**src/rtl/arbitro_memoria_dados.sv**
```systemverilog
// arbitro_memoria_dados
//   Two-port arbiter/sequencer in front of the single-port data memory.
//   Port 0 is the CPU load/store path; port 1 is the I/O / loader path.
//   Requests are served one at a time with round-robin tie-breaking.
//   The served port gets its read data and a one-cycle ack.
// Ports
//   clk, reset           rising-edge clock, synchronous active-high reset
//   reqN, weN            level request (held until ackN), 1 = write
//   addrN, wdataN        access address / write data, stable while reqN
//   ackN                 one-cycle completion pulse
//   rdataN               last read result for port N, held until its next read
//   gntN                 port N owns the memory (ACCESS..DONE)
//   busy                 sequencer not idle
//   mem_endereco         memory address
//   mem_dado             memory write data
//   mem_LerMemo          memory read strobe
//   mem_EscrMemo         memory write strobe
//   mem_dado_lido        memory read data, valid MEM_LAT cycles after the read strobe
module arbitro_memoria_dados #(
  parameter int ADDR_W  = 8,
  parameter int DATA_W  = 8,
  parameter int MEM_LAT = 1
) (
  input  logic              clk,
  input  logic              reset,
  input  logic              req0,
  input  logic              req1,
  input  logic              we0,
  input  logic              we1,
  input  logic [ADDR_W-1:0] addr0,
  input  logic [ADDR_W-1:0] addr1,
  input  logic [DATA_W-1:0] wdata0,
  input  logic [DATA_W-1:0] wdata1,
  output logic              ack0,
  output logic              ack1,
  output logic [DATA_W-1:0] rdata0,
  output logic [DATA_W-1:0] rdata1,
  output logic              gnt0,
  output logic              gnt1,
  output logic              busy,
  output logic [ADDR_W-1:0] mem_endereco,
  output logic [DATA_W-1:0] mem_dado,
  output logic              mem_LerMemo,
  output logic              mem_EscrMemo,
  input  logic [DATA_W-1:0] mem_dado_lido
);

  localparam logic [2:0] CNT_INIT = 3'(MEM_LAT);

  typedef enum logic [1:0] {
    IDLE,
    ACCESS,
    WAIT_LAT,
    DONE
  } state_t;

  state_t     state;
  state_t     state_nx;
  logic       port_q;      // port currently being served
  logic       last_srv;    // port served most recently (tie-break)
  logic       we_q;
  logic [2:0] cnt;
  logic       grant_valid;
  logic       grant_port;

  // Tie goes to the port that was not served last.
  always_comb begin
    grant_valid = req0 | req1;
    grant_port  = 1'b0;
    if (req0 && req1) begin
      grant_port = ~last_srv;
    end else if (req1) begin
      grant_port = 1'b1;
    end
  end

  always_ff @(posedge clk) begin
    if (reset) begin
      state <= IDLE;
    end else begin
      state <= state_nx;
    end
  end

  always_comb begin
    state_nx = state;
    case (state)
      IDLE:     if (grant_valid) state_nx = ACCESS;
      ACCESS:   state_nx = we_q ? DONE : WAIT_LAT;
      WAIT_LAT: if (cnt == 3'd1) state_nx = DONE;
      DONE:     state_nx = IDLE;
      default:  state_nx = IDLE;
    endcase
  end

  always_comb begin
    busy         = (state != IDLE);
    gnt0         = busy && !port_q;
    gnt1         = busy && port_q;
    mem_EscrMemo = (state == ACCESS) && we_q;
    mem_LerMemo  = (state == ACCESS) && !we_q;
    ack0         = (state == DONE) && !port_q;
    ack1         = (state == DONE) && port_q;
  end

  // Request fields are latched at grant so the memory side is immune to
  // the requester dropping or changing its request mid-access.
  always_ff @(posedge clk) begin
    if (reset) begin
      port_q       <= 1'b0;
      last_srv     <= 1'b1;
      we_q         <= 1'b0;
      cnt          <= '0;
      mem_endereco <= '0;
      mem_dado     <= '0;
      rdata0       <= '0;
      rdata1       <= '0;
    end else begin
      case (state)
        IDLE: begin
          if (grant_valid) begin
            port_q       <= grant_port;
            we_q         <= grant_port ? we1 : we0;
            mem_endereco <= grant_port ? addr1 : addr0;
            mem_dado     <= grant_port ? wdata1 : wdata0;
          end
        end
        ACCESS: cnt <= CNT_INIT;
        WAIT_LAT: begin
          cnt <= cnt - 3'd1;
          if (cnt == 3'd1) begin
            if (port_q) begin
              rdata1 <= mem_dado_lido;
            end else begin
              rdata0 <= mem_dado_lido;
            end
          end
        end
        DONE: last_srv <= port_q;
        default: ;
      endcase
    end
  end

endmodule

```
**config.mk**
```make
export PLATFORM = sky130hd
export DESIGN_NAME = arbitro_memoria_dados
export DESIGN_NICKNAME = d
export VERILOG_FILES = /design/src/rtl/arbitro_memoria_dados.sv
export SDC_FILE = /design/constraint.sdc
export NUM_CORES = 1
export LEC_CHECK = 0
export ABC_AREA = 1
export CELL_PAD_IN_SITES_DETAIL_PLACEMENT = 1
export CELL_PAD_IN_SITES_GLOBAL_PLACEMENT = 1
export CORE_ASPECT_RATIO = 1.75
export CORE_UTILIZATION = 29
export CTS_BUF_LIST = sky130_fd_sc_hd__clkbuf_16
export CTS_CLUSTER_DIAMETER = 200
export DETAILED_ROUTE_END_ITERATION = 10
export PLACE_DENSITY_LB_ADDON = 0.3
export SYNTH_ARGS = -nofsm -noshare
export SYNTH_HDL_FRONTEND = slang
export SYNTH_SLANG_ARGS = --single-unit
```
**constraint.sdc**
```tcl
create_clock -name clk -period 1.7 [get_ports clk]
set_input_delay 0.34 -clock clk [delete_from_list [all_inputs] [get_ports clk]]
set_output_delay 0.34 -clock clk [all_outputs]
set_load 0.01 [all_outputs]
```
* Word level (Yosys, flattened, before mapping)
Index checks and enable logic that the tools add are counted.
** Cells by class
- Multipliers :: 0
- Divide/modulo/power cells :: 0
- Add/subtract/negate cells :: 1
- Shifts and indexed selects :: 0
- Bitwise gates (word level) :: 3
- Muxes and demuxes :: 10
- Equality and inequality tests :: 6
- Order comparisons :: 0
- Reductions and logical operators :: 16
** Operator list (count)
- 8-bit 2-to-1 mux :: 2
- 2-bit case mux with 4 select lines :: 1
- 1-bit logical AND :: 7
- 3-bit case mux with 2 select lines :: 1
- 3-bit AND reduction :: 2
- 2-bit == test (second input constant) :: 2
- 1-bit 2-to-1 mux :: 4
- 2-bit 2-to-1 mux :: 2
- 2-bit inequality test (second input constant) :: 2
- 2-bit AND reduction :: 2
- 2-bit nonzero test :: 2
- 3-bit by 1-bit == test with 1-bit output (second input constant) :: 1
- 3-bit by 1-bit subtractor with 3-bit output (second input constant) :: 1
- 2-bit by 1-bit == test with 1-bit output (second input constant) :: 1
- 1-bit zero test :: 2
- 2-bit zero test :: 1
- 1-bit inverter :: 2
- 1-bit OR :: 1
** Storage, ports and cells
- Output and inout port bits :: 39
- Bits in writable memories :: 0
- Latch bits :: 0
- Input port bits :: 46
- Memory bits (read-only) :: 0
- Bits in registers :: 40
- Logic and storage cells :: 45
- Memories :: 0

* Depth between registers and ports, before layout
Gate-level depths: netlist of the first run.
- Word-level depth :: 3
- Depth in mapped cells :: 8

* Worst setup path after synthesis of the first run
No wires, ideal clock.
- Path kind :: reg2reg
- Start point :: reg state[0]
- End point :: reg mem_dado[7]
- Arrival :: 1.259 ns
- Cell stages (with the launch flop) :: 9
- Data required time :: 1.585 ns
- Setup slack :: 0.326 ns
- Path buffers :: 1
- Setup time :: 0.115 ns
- Cells stage by stage :: dfxtp_1 > inv_1 > ha_1 > inv_2 > nor2_8 > buf_8 > nand2_2 > a21oi_2 > nor2_1
** Between the ends
- Longest elaborated chain between the ends :: 2
** Ends and longest elaborated chain
- start, declared :: RTL line 57 : state_t state;
- start signal, assigned :: RTL line 81 : state <= state_nx;
- 2-bit zero test :: RTL line 119 : case (state)
- 2-bit AND reduction (no source line)
- end signal, assigned :: RTL line 125 : mem_dado <= grant_port ? wdata1 : wdata0;
- end, declared :: RTL line 42 : output logic [DATA_W-1:0] mem_dado,
Every way passes these cells.
A chain may end at the register's enable or synchronous reset.

* Worst setup path after layout of the first run
- Start point :: reg state[1]
- End point :: out mem_EscrMemo
** Between the ends
- Longest elaborated chain between the ends :: 2
** Ends and longest elaborated chain
- 2-bit by 1-bit == test with 1-bit output :: RTL line 100 : mem_EscrMemo = (state == ACCESS) && we_q;
- 1-bit logical AND :: RTL line 100
- end, declared :: RTL line 44 : output logic mem_EscrMemo,
Every way passes these cells.

==> metrics, run 1 <==
power share of the sequential group 0.312; min cycle time layout ~1.6 ns; CTS buffer count 5; syn_nets 298; Clock Power Share 0.207; Area Growth Syn to Fin 58.1%; Net Sw Frac 0.358; DP HPWL around 3900 um; leak pwr between 1 and 1.5 nW; pre-CTS setup slack -0.0399 ns; FP Rows 39; critical path class reg2out; global-route wire length before repair 8450 um; fin worst setup slack 0.0950 ns; Max Fclk 623 MHz; crit path launch type flip-flop; Max IR drop VDD 0.884 mV; GRT Resource Usage Total 0.158; htree depth 2; Synth Cell Area 1930 um2; Worst Min Path Start rdata0[1]; total iterations of the first detailed-routing run 6; Post-DP Area 2910 um2; Hold Path Depth 2; Final nets 389; synthesized area per cell 7.89 um2; Clock Path Buffers 2; Seq/Total Area, Yosys 0.414; r2r setup slk 0.18 ns; drc violations 0; area of the core 6490 um2; WP data arrival 1.27 ns; internal power 2.71 mW; status finished clean; Power Density between 1000 and 1500 nW/um2; Yosys reg bits 40; worst min path class reg2reg; vias in the first global route 1899; Worst Setup End Kind primary output; combinational power share 0.480; cell taking the most area after synthesis dfxtp_1; Hold EP rdata0[1]; Root Buffer clkbuf_16; drt total wl 5130 um; CP max FO 3; register area 805 um2; Die Ht 110 um; r2r worst-path depth 9; Max Cap Violations 0; CTS tree yes; initial core utilization 0.298; initial antenna violation count 0; measured slew at the worst slew-check pin 0.231 ns; DRT antenna net count 0; worst path required time 1.36 ns; YS warnings 0; relative slew slack 0.844; WL/cell roughly 12 um; cells taking the most area after synthesis dfxtp_1 (41%), nand2_1 (6.6%), a21oi_2 (6.3%); via count 1910; clk_lat worst skew around 0.28 ns; DRC marker count from the first detailed-route iteration 56; post-CTS setup buffer count 0; final setup fails 0; synth unique cells 28; die area 7010 um2; Final Hold Vio Count 0; layout cells sized above 1 0.167; switching power of the nets 1.51 mW; placer congestion estimate 0.739; FF-to-FF Start state[1]; Slew Viols, Final 0; worst reg2reg endpoint mem_dado[2]; area share of the largest cell type after synthesis 0.414; largest net degree at the start of global routing 38; part of the cycle the worst path needs 0.944; drt via density between 4 and 5; CTS Sinks 40; antenna cell count 0; Fill cells ~820; Ports 85; grt ovf 0; PortBufs 84; Die X 63.7 um; register clock-pin slew on the reported worst setup and hold paths 0.05 ns; Mapped Cells 245; Multi-input gate area just over 900 um2; post-route cell area 3060 um2; RSZ-0062 raised after global routing no; Clock Skews 0.00334 ns
[how the worst max path moves through the flow]
stage                     startpoint      endpoint  slack, ns
after floorplan             state[0]   mem_dado[7]       0.33
after global placement      state[0]          gnt1       0.03
after detailed placement    state[0]          gnt1      -0.04
after CTS                   state[0]     rdata1[0]      0.004
after global routing        state[1]          gnt0      0.002
final                       state[1]  mem_EscrMemo       0.09
[critical path: stages (launching register included)]
cell and delay (ns):
dfxtp_2 0.33, inv_1 0.10, ha_2 0.20, nand2_1 0.05
inv_1 0.05, dlygate4sd2_1 0.26
[power groups by stage]
| stage | Sequential, mW | Combinational, mW | Clock (mW) |
|---|---|---|---|
| 2_1_floorplan | 1.38 | 1.11 | 0 |
| 3_3_place_gp | 1.32 | 2.00 | 0 |
| 3_5_place_dp | 1.33 | 2.05 | 0 |
| 4_1_cts | 1.32 | 2.03 | 0.915 |
| 5_1_grt | 1.35 | 2.25 | 0.956 |
| 6_report | 1.32 | 2.03 | 0.875 |
[cell usage in the layout, fill, tap and decap left out]
cell and instances:
nand4_4 1, a21oi_1 22, a211oi_1 2, buf_12 4
inv_6 1, dlygate4sd2_1 4, nor2_4 1, clkinv_1 2
ha_1 4, ha_2 3, nor2_8 1, nand3b_1 1
inv_1 30, o21ai_0 18, clkdlybuf4s15_1 2, nand2_2 13
nand2_4 1, clkdlybuf4s50_1 77, a31oi_1 1, nor2_1 25
nand2_1 34, dfxtp_2 3, clkbuf_2 1, nand3_4 1
nand3_1 2, buf_4 6, a21oi_2 14, inv_2 1
clkbuf_16 5, dfxtp_1 37, o21ai_1 19
[registers in the layout, indices dropped and copies added (netlist names)]
signal	flops
port_q	1
rdata1	8
state	2
cnt	3
we_q	1
rdata0	8
mem_dado	8
mem_endereco	8
last_srv	1
[per-stage QoR]
stage	power (mW)	TNS, ns	hold WS (ns)	std cells	utilization
finish	4.22	0	0.442	418	0.471
global route	4.55	0	0.463	418	0.471
CTS	4.27	0	0.447	418	0.468
detailed placement	3.38	-0.0534	0.438	411	0.448
global placement	3.32	0	0.430	411	0.448
floorplan	2.49	0	0.402	245	-
[routing by layer]
metal,wire (um),vias up,global-route usage
li1,-,971,-
met1,1960,864,0.164
met2,2780,64,0.289
met3,261,11,0.0412
met4,132,0,0.0795
met5,0,-,0
[Yosys cell counts]
cell type,count
dfxtp_1,40
nand2_1,34
inv_1,30
nor2_1,25
a21oi_1,22
o21ai_1,19
o21ai_0,18
a21oi_2,14
nand2_2,13
ha_1,7
buf_6,3
a211oi_1,2
buf_2,2
nand3_1,2
a31oi_1,1
buf_12,1
buf_4,1
buf_8,1
clkbuf_1,1
clkbuf_2,1
inv_2,1
inv_6,1
nand2_4,1
nand3_2,1
nand3b_1,1
nand4_2,1
nor2_4,1
nor2_8,1
[timing repair]
item                       in CTS  in global routing
hold buffers                    0                  0
setup endpoints to repair       9                 18
gates resized for setup        12                  7
[cell families after synthesis]
group,Yosys count,synth area share
adders and majority gates,7,0.0453
DFF,40,0.414
and+or+nand+nor,80,0.199
buffers and inverters,42,0.114
AOI/OAI and AO/OA,76,0.227
[layout make-up]
type                    instances  area share
inverters                      32      0.0409
well taps                      82      0.0336
clock buffers                   5      0.0409
repair buffers                 94       0.313
clock inverters                 2     0.00246
flip-flops and latches         40       0.263
multi-input cells             163       0.306
Note: power is estimated with default switching activity, not from simulation.
==> inputs of run 2 (changes only) <==
Settings changed: HOLD_SLACK_MARGIN set to 0.03.
==> results of run 2 <==
No change in the layout: final DEF, timing and power equal those of run 1.
